File: config.mk
export PLATFORM = sky130hd
export DESIGN_NAME = mem_port_arbiter
export DESIGN_NICKNAME = d
export VERILOG_FILES = /design/src/rtl/mem_port_arbiter.sv
export SDC_FILE = /design/constraint.sdc
export NUM_CORES = 1
export LEC_CHECK = 0
export BUFFER_PORTS_ARGS = -buffer_cell sky130_fd_sc_hd__buf_2
export CAP_MARGIN = 25
export CORE_AREA = 5 5 200 202
export CTS_BUF_LIST = sky130_fd_sc_hd__clkbuf_16
export DETAILED_ROUTE_END_ITERATION = 8
export DIE_AREA = 0 0 205 207
export HOLD_SLACK_MARGIN = 0.05
export PLACE_DENSITY = 0.6
export RECOVER_POWER = 100
export SLEW_MARGIN = 20
export SYNTH_ARGS = -nofsm -noshare
export SYNTH_HDL_FRONTEND = slang
export SYNTH_SLANG_ARGS = --single-unit
export TNS_END_PERCENT = 1
File: constraint.sdc
create_clock -name cpu_clk -period 2.6 [get_ports cpu_clk]
set_input_delay 0.52 -clock cpu_clk [delete_from_list [all_inputs] [get_ports cpu_clk]]
set_output_delay 0.52 -clock cpu_clk [all_outputs]
set_load 0.03 [all_outputs]
File: src/rtl/mem_port_arbiter.sv
// ============================================================================
//  Module   : mem_port_arbiter
//  Purpose  : Round-robin sharing of the DDR2 strobe/complete port between the
//             load/store unit (port 0) and instruction fetch (port 1).
//  Option   : MEM_ARB_TIMEOUT_EN - abandon a transaction after TIMEOUT_CYCLES
//  Revision : 1.0 - initial release
// ============================================================================
`default_nettype none

module mem_port_arbiter #(
    parameter int ADDR_W         = 28,
    parameter int TIMEOUT_CYCLES = 4096
) (
    input  logic              cpu_clk,
    input  logic              rst_n,

    input  logic              req0_valid,
    input  logic              req0_we,
    input  logic [ADDR_W-1:0] req0_addr,
    input  logic [1:0]        req0_width,
    input  logic [63:0]       req0_wdata,
    output logic              req0_accept,
    output logic              req0_done,
    output logic [63:0]       req0_rdata,
    output logic              req0_err,

    input  logic              req1_valid,
    input  logic              req1_we,
    input  logic [ADDR_W-1:0] req1_addr,
    input  logic [1:0]        req1_width,
    input  logic [63:0]       req1_wdata,
    output logic              req1_accept,
    output logic              req1_done,
    output logic [63:0]       req1_rdata,
    output logic              req1_err,

    input  logic              mem_ready,
    output logic [ADDR_W-1:0] mem_addr,
    output logic [ADDR_W-1:0] mem_read_addr,
    output logic [1:0]        mem_width,
    output logic [63:0]       mem_data_in,
    output logic              mem_rstrobe,
    output logic              mem_wstrobe,
    input  logic [63:0]       mem_data_out,
    input  logic              mem_complete,
    output logic              busy
);

    typedef enum logic [1:0] {
        ST_IDLE  = 2'd0,
        ST_ISSUE = 2'd1,
        ST_WAIT  = 2'd2,
        ST_RESP  = 2'd3
    } state_t;

    state_t              state;
    state_t              state_next;

    logic                rr_last;
    logic                owner;
    logic                hold_we;
    logic [ADDR_W-1:0]   hold_addr;
    logic [1:0]          hold_width;
    logic [63:0]         hold_wdata;
    logic [63:0]         rdata0;
    logic [63:0]         rdata1;

    logic                grant0;
    logic                grant1;
    logic                timeout_hit;

    if (TIMEOUT_CYCLES < 2) begin : g_bad_timeout
        $error("TIMEOUT_CYCLES must be at least 2");
    end

    // Both valid: the port that did not win last time gets the grant.
    always_comb begin
        grant0 = 1'b0;
        grant1 = 1'b0;
        if (state == ST_IDLE && mem_ready) begin
            if (req0_valid && req1_valid) begin
                grant0 = rr_last;
                grant1 = ~rr_last;
            end else begin
                grant0 = req0_valid;
                grant1 = req1_valid;
            end
        end
    end

    always_comb begin
        state_next = state;
        case (state)
            ST_IDLE:  if (grant0 || grant1) state_next = ST_ISSUE;
            ST_ISSUE: state_next = ST_WAIT;
            ST_WAIT:  if (mem_complete || timeout_hit) state_next = ST_RESP;
            ST_RESP:  state_next = ST_IDLE;
            default:  state_next = ST_IDLE;
        endcase
    end

    always_ff @(posedge cpu_clk or negedge rst_n) begin
        if (!rst_n) begin
            state <= ST_IDLE;
        end else begin
            state <= state_next;
        end
    end

    always_ff @(posedge cpu_clk or negedge rst_n) begin
        if (!rst_n) begin
            rr_last    <= 1'b1;
            owner      <= 1'b0;
            hold_we    <= 1'b0;
            hold_addr  <= '0;
            hold_width <= 2'd0;
            hold_wdata <= 64'd0;
            rdata0     <= 64'd0;
            rdata1     <= 64'd0;
        end else begin
            if (grant0 || grant1) begin
                owner      <= grant1;
                rr_last    <= grant1;
                hold_we    <= grant1 ? req1_we    : req0_we;
                hold_addr  <= grant1 ? req1_addr  : req0_addr;
                hold_width <= grant1 ? req1_width : req0_width;
                hold_wdata <= grant1 ? req1_wdata : req0_wdata;
            end
            if (state == ST_WAIT && mem_complete && !hold_we) begin
                if (owner) begin
                    rdata1 <= mem_data_out;
                end else begin
                    rdata0 <= mem_data_out;
                end
            end
        end
    end

`ifdef MEM_ARB_TIMEOUT_EN
    localparam int CNT_W = (TIMEOUT_CYCLES > 2) ? $clog2(TIMEOUT_CYCLES) : 1;

    logic [CNT_W-1:0] wait_cnt;
    logic             timed_out;

    // A completion in the same cycle as the limit still counts as success.
    assign timeout_hit = (state == ST_WAIT) && !mem_complete &&
                         (wait_cnt == CNT_W'(TIMEOUT_CYCLES - 1));

    always_ff @(posedge cpu_clk or negedge rst_n) begin
        if (!rst_n) begin
            wait_cnt  <= '0;
            timed_out <= 1'b0;
        end else begin
            if (state == ST_WAIT) begin
                wait_cnt <= wait_cnt + 1'b1;
            end else begin
                wait_cnt <= '0;
            end
            if (grant0 || grant1) begin
                timed_out <= 1'b0;
            end else if (timeout_hit) begin
                timed_out <= 1'b1;
            end
        end
    end

    assign req0_err = (state == ST_RESP) && !owner && timed_out;
    assign req1_err = (state == ST_RESP) &&  owner && timed_out;
`else
    assign timeout_hit = 1'b0;
    assign req0_err    = 1'b0;
    assign req1_err    = 1'b0;
`endif

    assign req0_accept   = grant0;
    assign req1_accept   = grant1;
    assign req0_done     = (state == ST_RESP) && !owner;
    assign req1_done     = (state == ST_RESP) &&  owner;
    assign req0_rdata    = rdata0;
    assign req1_rdata    = rdata1;

    assign mem_addr      = hold_addr;
    assign mem_read_addr = hold_addr;
    assign mem_width     = hold_width;
    assign mem_data_in   = hold_wdata;
    assign mem_rstrobe   = (state == ST_ISSUE) && !hold_we;
    assign mem_wstrobe   = (state == ST_ISSUE) &&  hold_we;
    assign busy          = (state != ST_IDLE);

endmodule

`default_nettype wire

# Word level (Yosys, flattened, before mapping)
# Cells that the tools add are included.
[word_totals] in_bits=260 out_inout_bits=259 ff_bits=227
[op_classes] mux=11 n_reduce_logical=16 eq_ne=5 n_bitwise=2
[ops] cell="$mux W64" count=1
[ops] cell="$mux W28" count=1
[ops] cell="$logic_and A1 B1 Y1" count=8
[ops] cell="$pmux W2 S4" count=1
[ops] cell="$mux W2" count=3
[ops] cell="$reduce_and A2 Y1" count=3
[ops] cell="$mux W1" count=5
[ops] cell="$eq A2 B2 Y1 const B" count=2
[ops] cell="$eq A2 B1 Y1 const B" count=1
[ops] cell="$logic_not A1 Y1" count=2
[ops] cell="$logic_not A2 Y1" count=1
[ops] cell="$ne A2 B1 Y1 const B" count=1
[ops] cell="$ne A2 B2 Y1 const B" count=1
[ops] cell="$not A1 Y1" count=2
[ops] cell="$reduce_bool A2 Y1" count=1
[ops] cell="$logic_or A1 B1 Y1" count=1

# Logic depth before layout (Yosys ltp)
# Gate-level depths: netlist of run 1.
[logic_depth] depth_word=6 ltp_mapped=7 ltp_nobuf=5

# Worst setup path after synthesis of run 1
# OpenSTA, ideal clock, no wires.
[synth_path] kind="reg2out" startpoint="reg state[0]" endpoint="out req1_accept" slack_ns=0.767 path_stages_with_launch=6 arrival_time_ns=1.313 required_time_ns=2.080 n_path_buf=1 path_cell_list="dfrtp_1 > inv_1 > ha_1 > nand3_1 > a21oi_2 > buf_2"
[synth_between] elab_chain_len=3
[synth_rtl] element="start, declared" line_no="56" rtl="state_t state;"
[synth_rtl] element="start signal, assigned" line_no="106" rtl="state <= state_next;"
[synth_rtl] element="$logic_not A2 Y1" line_no="80" rtl="if (state == ST_IDLE && mem_ready) begin"
[synth_rtl] element="$logic_and A1 B1 Y1" line_no="80"
[synth_rtl] element="$mux W1" line_no="80"
[synth_rtl] element="end, declared" line_no="32" rtl="output logic req1_accept,"
# Every way passes these cells.

# Worst setup path in the final report of run 1
[layout_path] startpoint="reg state[0]" endpoint="out req0_accept"
[layout_between] elab_chain_len=3
[layout_rtl] element="$logic_not A2 Y1" line_no="80"
[layout_rtl] element="$logic_and A1 B1 Y1" line_no="80"
[layout_rtl] element="$mux W1" line_no="80"
[layout_rtl] element="end, declared" line_no="22" rtl="output logic req0_accept,"
# Every way passes these cells.

==> results of run 1 <==
[logic make-up (layout without fill, tap and decap cells)]
family,count (synthesis),count (layout),synth area share
compound gates,102,102,0.1066
fa+ha+maj,4,4,0.005310
buf+inv,76,575,0.05841
flops,227,227,0.6028
mux,129,129,0.1541
other cells,1,5,0.0003979
simple gates,108,108,0.07235
[through the flow]
stage,power (W),worst slack [ns]
global placement,0.01557,0.6099
detailed placement,0.01572,0.5310
finish,0.01816,0.1462
CTS,0.01892,0.08168
global route,0.01919,0.006732
floorplan,0.01286,0.7673
[cell type report]
| cell class | instances | share of cell area |
|---|---|---|
| Sequential cell | 227 | 0.4484 |
| Multi-Input combinational cell | 345 | 0.2539 |
| Timing Repair Buffer | 528 | 0.1895 |
| Tap cell | 518 | 0.05115 |
| Clock buffer | 25 | 0.04937 |
| Clock inverter | 19 | 0.006220 |
| Inverter | 3 | 0.0008886 |
| Antenna cell | 3 | 0.0005924 |
[worst max-delay path, cell delays in order (launching register included)]
cell and delay (ns):
dfrtp_1 0.41, inv_1 0.09, ha_1 0.30, nand3_1 0.21, nor2_4 0.16, buf_2 0.23
[routing by layer]
metal | wire length (um) | track usage
met1 | 11850 | 0.1638
met2 | 15560 | 0.2422
met3 | 2648 | 0.03550
met4 | 1065 | 0.05221
met5 | 12 | 0
[where the power goes]
| part | internal [W] | switching, W | total [W] |
|---|---|---|---|
| combinational | 0.00269 | 0.00607 | 0.00876 |
| sequential | 0.00526 | 0.00105 | 0.00630 |
| clock | 0.00173 | 0.00137 | 0.00310 |
| total | 0.00968 | 0.00848 | 0.0182 |
[what timing repair did]
item / in CTS / in global routing
hold endpoints to repair: 63 / 0
setup buffers: 0 / 0
hold buffers: 1 / 0
endpoints found under the setup margin: 0 / 0
[flip-flops by register name (all words and copies together) (netlist names)]
| name | count |
|---|---|
| hold_we | 1 |
| mem_addr | 28 |
| mem_data_in | 64 |
| mem_width | 2 |
| owner | 1 |
| req0_rdata | 64 |
| req1_rdata | 64 |
| rr_last | 1 |
| state | 2 |
[cells in the mapped netlist, drive strengths merged (2+ instances only)]
cell type	n	area, um^2
buf	68	520.5
mux2	129	1453
nand2	2	7.510
o22a	2	17.52
a221o	95	950.9
inv	3	11.26
nor2b	3	18.77
o21ai	2	10.01
and2	97	606.8
dfrtp	226	5655
nand3	2	10.01
ha	4	50.05
a21oi	2	13.76
clkbuf	5	18.77
[worst min path at each step]
stage / start / end / slack, ns / depth (start not counted)
global placement: req0_rdata[10]$_DFFE_PN0P_ / req0_rdata[10]$_DFFE_PN0P_ / 0.46 / 1
finish: req0_wdata[56] / mem_data_in[56]$_DFFE_PN0P_ / 0.22 / 2
floorplan: rst_n / hold_we$_DFFE_PN0P_ / 0.22 / 0
CTS: req1_addr[6] / mem_addr[6]$_DFFE_PN0P_ / 0.19 / 2
detailed placement: req0_rdata[10]$_DFFE_PN0P_ / req0_rdata[10]$_DFFE_PN0P_ / 0.47 / 1
global route: req0_wdata[56] / mem_data_in[56]$_DFFE_PN0P_ / 0.20 / 2
==> implementation parameters, run 1 <==
Parameter                              Value

Critical path
  Termination of the worst setup path ... req0_accept
  Critical Path Source Type ... flop
  Crit path required time ... roughly 2.1 ns
  Critical path data arrival time ... 1.93 ns
  Endpoint of the worst-slack reg-to-reg timing path ... req0_rdata[36]$_DFFE_PN0P_
  Worst reg-to-reg path cell count ... 6
  Launch point of the worst reg-to-reg path ... state[0]$_DFFE_PN0P_
  Largest fanout of any net on the critical path ... 6
  Classification of the worst setup path ... flop to output port
  Setup slack of the most critical reg-to-reg path ... 0.29 ns
  Startpoint of the worst setup timing path ... state[0]$_DFFE_PN0P_
  Type of element capturing the critical path ... output port

Flow run
  Max cap viols ... 0

Global route
  Via count of the first global-routing pass ... 7943
  Overall overflow remaining after global route ... 0
  Number of antenna violations at the first check in global routing ... 6
  Pin count of the biggest net entering global routing ... 97
  Global-route wire length before repair ... 46960 um
  Overall Global Routing Usage ... 0.1389

Routing
  Drt total wl ... approximately 31000 um
  Routed Antenna Nets ... 0
  Number of optimization iterations in the first detailed-route pass ... 4
  Count of routing violations after the opening detailed-route iteration ... 366
  Via-per-instance ratio ... roughly 4.4
  Detailed-route wire length per cell ... about 19 um
  DRC Markers ... 0
  Vias post-DR ... 7370

Yosys
  Warnings, synthesis ... 0
  Synth Flop Type ... dfrtp_1
  Number of flip-flops and latches in the synthesized netlist ... ~230
  Post-synthesis cell type count ... 26
  Sequential fraction of the synthesis area ... 0.6028
  Post-synth EDFFs ... 0
  Proportion of register bits with asynchronous set or reset after synthesis ... 1.000
  Post-synthesis instance area ... between 0.009 and 0.01 mm^2
  Cell count after synthesis ... 647
  Syn Area/Cell ... 14.57 um^2

Clock tree
  Post-CTS resize count ... 0
  Sink Count ... roughly 230
  H-Tree Level Count ... 1
  Clock-pin slew on the worst setup and hold paths ... 0.06 ns
  Number of clock buffers inserted by TritonCTS ... 25
  Library cell used as clock root buffer ... clkbuf_16
  CTS tree ... yes
  Max Buffers Root-to-Sink ... 3
  Worst skew pair latency ... 0.52 ns

Floorplan
  Die area ... 0.04244 mm^2
  Width of the die ... 205 um
  Count of boundary I/O pins ... 519
  DIE HEIGHT ... 207 um
  Number of placement rows ... 72
  Core footprint ... between 0.03 and 0.04 mm^2
  Starting utilization of the core area ... 0.2473

Layout
  Layout Nets ... 1394
  Fin util ... 0.3325
  Most used cells in the layout excluding fill and tap cells ... buf_2, clkbuf_1, dfrtp_1, mux2_2, a221o_1
  Final design area excluding fillers ... 0.01267 mm^2
  Commonest non-fill, non-tap cell in the layout ... buf_2
  Fraction of final layout cells sized beyond drive strength 1 ... 0.3723
  Footprint of the multi-input gates ... about 0.0032 mm^2
  Non-filler instance count after layout ... 1668
  Filler Cells Inserted ... roughly 4k
  Footprint of the flip-flops and latches ... 0.005682 mm^2
  Area growth from synthesis to layout ... 34.45%

STA
  Unrepaired setup endpoints after global routing ... false
  Worst slack on hold paths ... 0.2238 ns
  Slew HR ... 0.1392
  Pins Over Slew Limit ... 0
  Transition time of the tightest slew-check pin ... 1.291 ns
  Achievable Freq ... 407.5 MHz
  Post-Route Skew ... 0.01010 ns
  Final worst path period need ... 2.454 ns
  Ratio of final minimum period to clock period ... 0.9438
  TNS Setup ... 0 ns
  Count of endpoints failing setup in the final report ... 0
  Number of failing hold endpoints at the final stage ... 0

Placed design
  Post-Place Cells ... 1620
  Area of placed instances ... 0.01233 mm^2
  Post-DP HPWL ... 23360 um
  IO buf count ... 516
  Routability cong. ... 0.8597

Power
  Maximum vdd ir drop ... 737.0 uV
  Power density normalized to cell area ... 1433 mW/mm^2
  Static leakage ... 5.710 nW

Outcome
  Status ... finished clean

Min path
  Hold WC Path Type ... input port to flop
Note: power is estimated with default switching activity, not from simulation.
==> run 2, diff against run 1 <==
--- a/config.mk
+++ b/config.mk
@@ -7,12 +7,13 @@
 export LEC_CHECK = 0
 export BUFFER_PORTS_ARGS = -buffer_cell sky130_fd_sc_hd__buf_2
 export CAP_MARGIN = 25
-export CORE_AREA = 5 5 200 202
-export CTS_BUF_LIST = sky130_fd_sc_hd__clkbuf_16
+export CORE_AREA = 5 5 197 199
+export CTS_BUF_LIST = sky130_fd_sc_hd__clkbuf_4
 export DETAILED_ROUTE_END_ITERATION = 8
-export DIE_AREA = 0 0 205 207
+export DIE_AREA = 0 0 202 204
+export GPL_TIMING_DRIVEN = 0
 export HOLD_SLACK_MARGIN = 0.05
-export PLACE_DENSITY = 0.6
+export PLACE_DENSITY = 0.61
 export RECOVER_POWER = 100
 export SLEW_MARGIN = 20
 export SYNTH_ARGS = -nofsm -noshare
==> implementation parameters, run 2 (synthesis results as in run 1) <==
Parameter                              Value

Min path
  Hold WC Path Type ... input port to flop

Critical path
  Classification of the worst setup path ... flop to flop
  Sequence of cells on the critical path ... inv_2, ha_4, nand3_2, a21oi_4, buf_4, clkbuf_2, buf_4, a221o_1, dlygate4sd3_1
  Critical Path Source Type ... flop
  Critical path data arrival time ... 3.05 ns
  Type of element capturing the critical path ... flop
  Cell repeated most along the worst path ... buf_4
  Standard cell with the maximum stage delay on the critical path ... dlygate4sd3_1
  Largest fanout of any net on the critical path ... 10
  Biggest cell delay along the critical path ... 0.57 ns
  Crit path required time ... 3.19 ns

Clock tree
  Clock-pin slew on the worst setup and hold paths ... around 0.070 ns
  Max Buffers Root-to-Sink ... 3
  CTS tree ... yes
  H-Tree Level Count ... 2
  Worst skew pair latency ... 0.75 ns
  Sink Count ... 227
  Library cell used as clock root buffer ... clkbuf_4
  Number of clock buffers inserted by TritonCTS ... 59

Placed design
  IO buf count ... 516
  Routability cong. ... 0.8789
  Area of placed instances ... 0.01267 mm^2
  Post-DP HPWL ... 26420 um
  Post-Place Cells ... about 1.6k

Routing
  Vias post-DR ... just over 9k
  Count of routing violations after the opening detailed-route iteration ... 349
  Via-per-instance ratio ... 4.503
  DRC Markers ... 0
  Number of optimization iterations in the first detailed-route pass ... 4
  Routed Antenna Nets ... 0
  Drt total wl ... ~38000 um
  Detailed-route wire length per cell ... 18.76 um

STA
  Number of failing hold endpoints at the final stage ... 0
  Count of endpoints failing setup in the final report ... 0
  Unrepaired setup endpoints after global routing ... true
  Final worst path period need ... ~2.5 ns
  Transition time of the tightest slew-check pin ... roughly 1.1 ns
  Ratio of final minimum period to clock period ... 0.9460
  Pins Over Slew Limit ... 0
  Worst slack on hold paths ... approximately 0.2 ns
  Slew HR ... 0.2528
  Post-Route Skew ... 0.04130 ns
  Achievable Freq ... 406.6 MHz

Layout
  Area growth from synthesis to layout ... 66.76%
  Commonest non-fill, non-tap cell in the layout ... buf_2
  Fraction of final layout cells sized beyond drive strength 1 ... 0.3650
  Final design area excluding fillers ... about 0.016 mm^2
  Most used cells in the layout excluding fill and tap cells ... buf_2, clkbuf_1, dlygate4sd3_1, dfrtp_1, mux2_2
  Footprint of the multi-input gates ... 0.003239 mm^2
  Filler Cells Inserted ... 3599
  Non-filler instance count after layout ... approximately 2.0k
  Layout Nets ... 1753
  Footprint of the flip-flops and latches ... 0.005682 mm^2

Floorplan
  Die area ... between 0.04 and 0.05 mm^2
  Width of the die ... ~200 um
  Number of placement rows ... 71
  Core footprint ... 0.03704 mm^2
  Count of boundary I/O pins ... 519
  Starting utilization of the core area ... 0.2544
  DIE HEIGHT ... 204 um

Power
  Static leakage ... 7.278 nW
  Power density normalized to cell area ... about 1300 mW/mm^2
  Total Power Consumption ... between 0.02 and 0.025 W
  Maximum vdd ir drop ... 633.4 uV

Outcome
  Status ... finished clean

Global route
  Via count of the first global-routing pass ... 10.03k
  Global-route wire length before repair ... 56880 um
  Overall overflow remaining after global route ... 0
  Pin count of the biggest net entering global routing ... 99
  Number of antenna violations at the first check in global routing ... 5
  Overall Global Routing Usage ... 0.1774

Flow run
  Max cap viols ... 0
run 2: per-layer routing:
metal / part of all wire / routed length, um / GRT usage / vias up
met3: 0.065 / 2471 / 0.04522 / 110
met1: 0.40 / 15190 / 0.2095 / 4472
met4: 0.049 / 1854 / 0.09497 / 2
li1: - / - / - / 4073
met5: 0.00019 / 7 / 0 / -
met2: 0.48 / 18280 / 0.2979 / 417
run 2: path summary, 6_finish.rpt:
kind	start	end	slack, ns	depth (start not counted)
min reg2reg	req0_rdata[12]$_DFFE_PN0P_	req0_rdata[12]$_DFFE_PN0P_	0.49	1
max	state[0]$_DFFE_PN0P_	mem_data_in[49]$_DFFE_PN0P_	0.14	9
max reg2reg	state[0]$_DFFE_PN0P_	mem_data_in[49]$_DFFE_PN0P_	0.14	9
min in group asynchronous	rst_n	req0_rdata[39]$_DFFE_PN0P_	0.55	2
min	mem_ready	owner$_DFFE_PN0P_	0.20	3
max in group asynchronous	rst_n	req0_rdata[52]$_DFFE_PN0P_	0.57	3
run 2: cell type report:
class | count | share of cell area
antenna | 4 | 0.0006368
buffer | 73 | 0.03343
clock buffer | 83 | 0.03964
clock inverter | 26 | 0.008120
inverter | 3 | 0.0007164
multi-input combinational | 345 | 0.2061
sequential | 227 | 0.3615
tap | 474 | 0.03773
timing repair buffer | 780 | 0.3121
run 2: report_power, final:
part	internal [W]	switching [W]	leakage (nW)
logic	0.00415	0.00660	4.05
clock network	0.00157	0.00152	0.445
registers	0.00525	0.00106	2.78
total	0.0110	0.00919	7.28
run 2: repair_timing:
item / 4_1_cts / 5_1_grt
setup endpoints to repair: 2 / 10
hold buffers: 257 / 0
resized for setup: 15 / 5
buffers inserted: 5 / 0
endpoints found under the hold margin: 427 / 0
pin swaps: 1 / 1
run 2: per-stage QoR:
step	worst slack, ns	util	setup TNS [ns]
after floorplan	0.7673	-	0
after global placement	-3.053	0.3403	-681.80
after detailed placement	0.08898	0.3420	0
after CTS	0.01497	0.4343	0
after global routing	-0.01227	0.4242	-0.03626
final	0.1403	0.4243	0
run 2: worst max-delay path: cells and delay by family (launching register included):
family	cells	cell delay [ns]
buf+inv	5	1.26
compound gates	2	0.40
flops	1	0.37
fa+ha+maj	1	0.19
simple gates	1	0.10
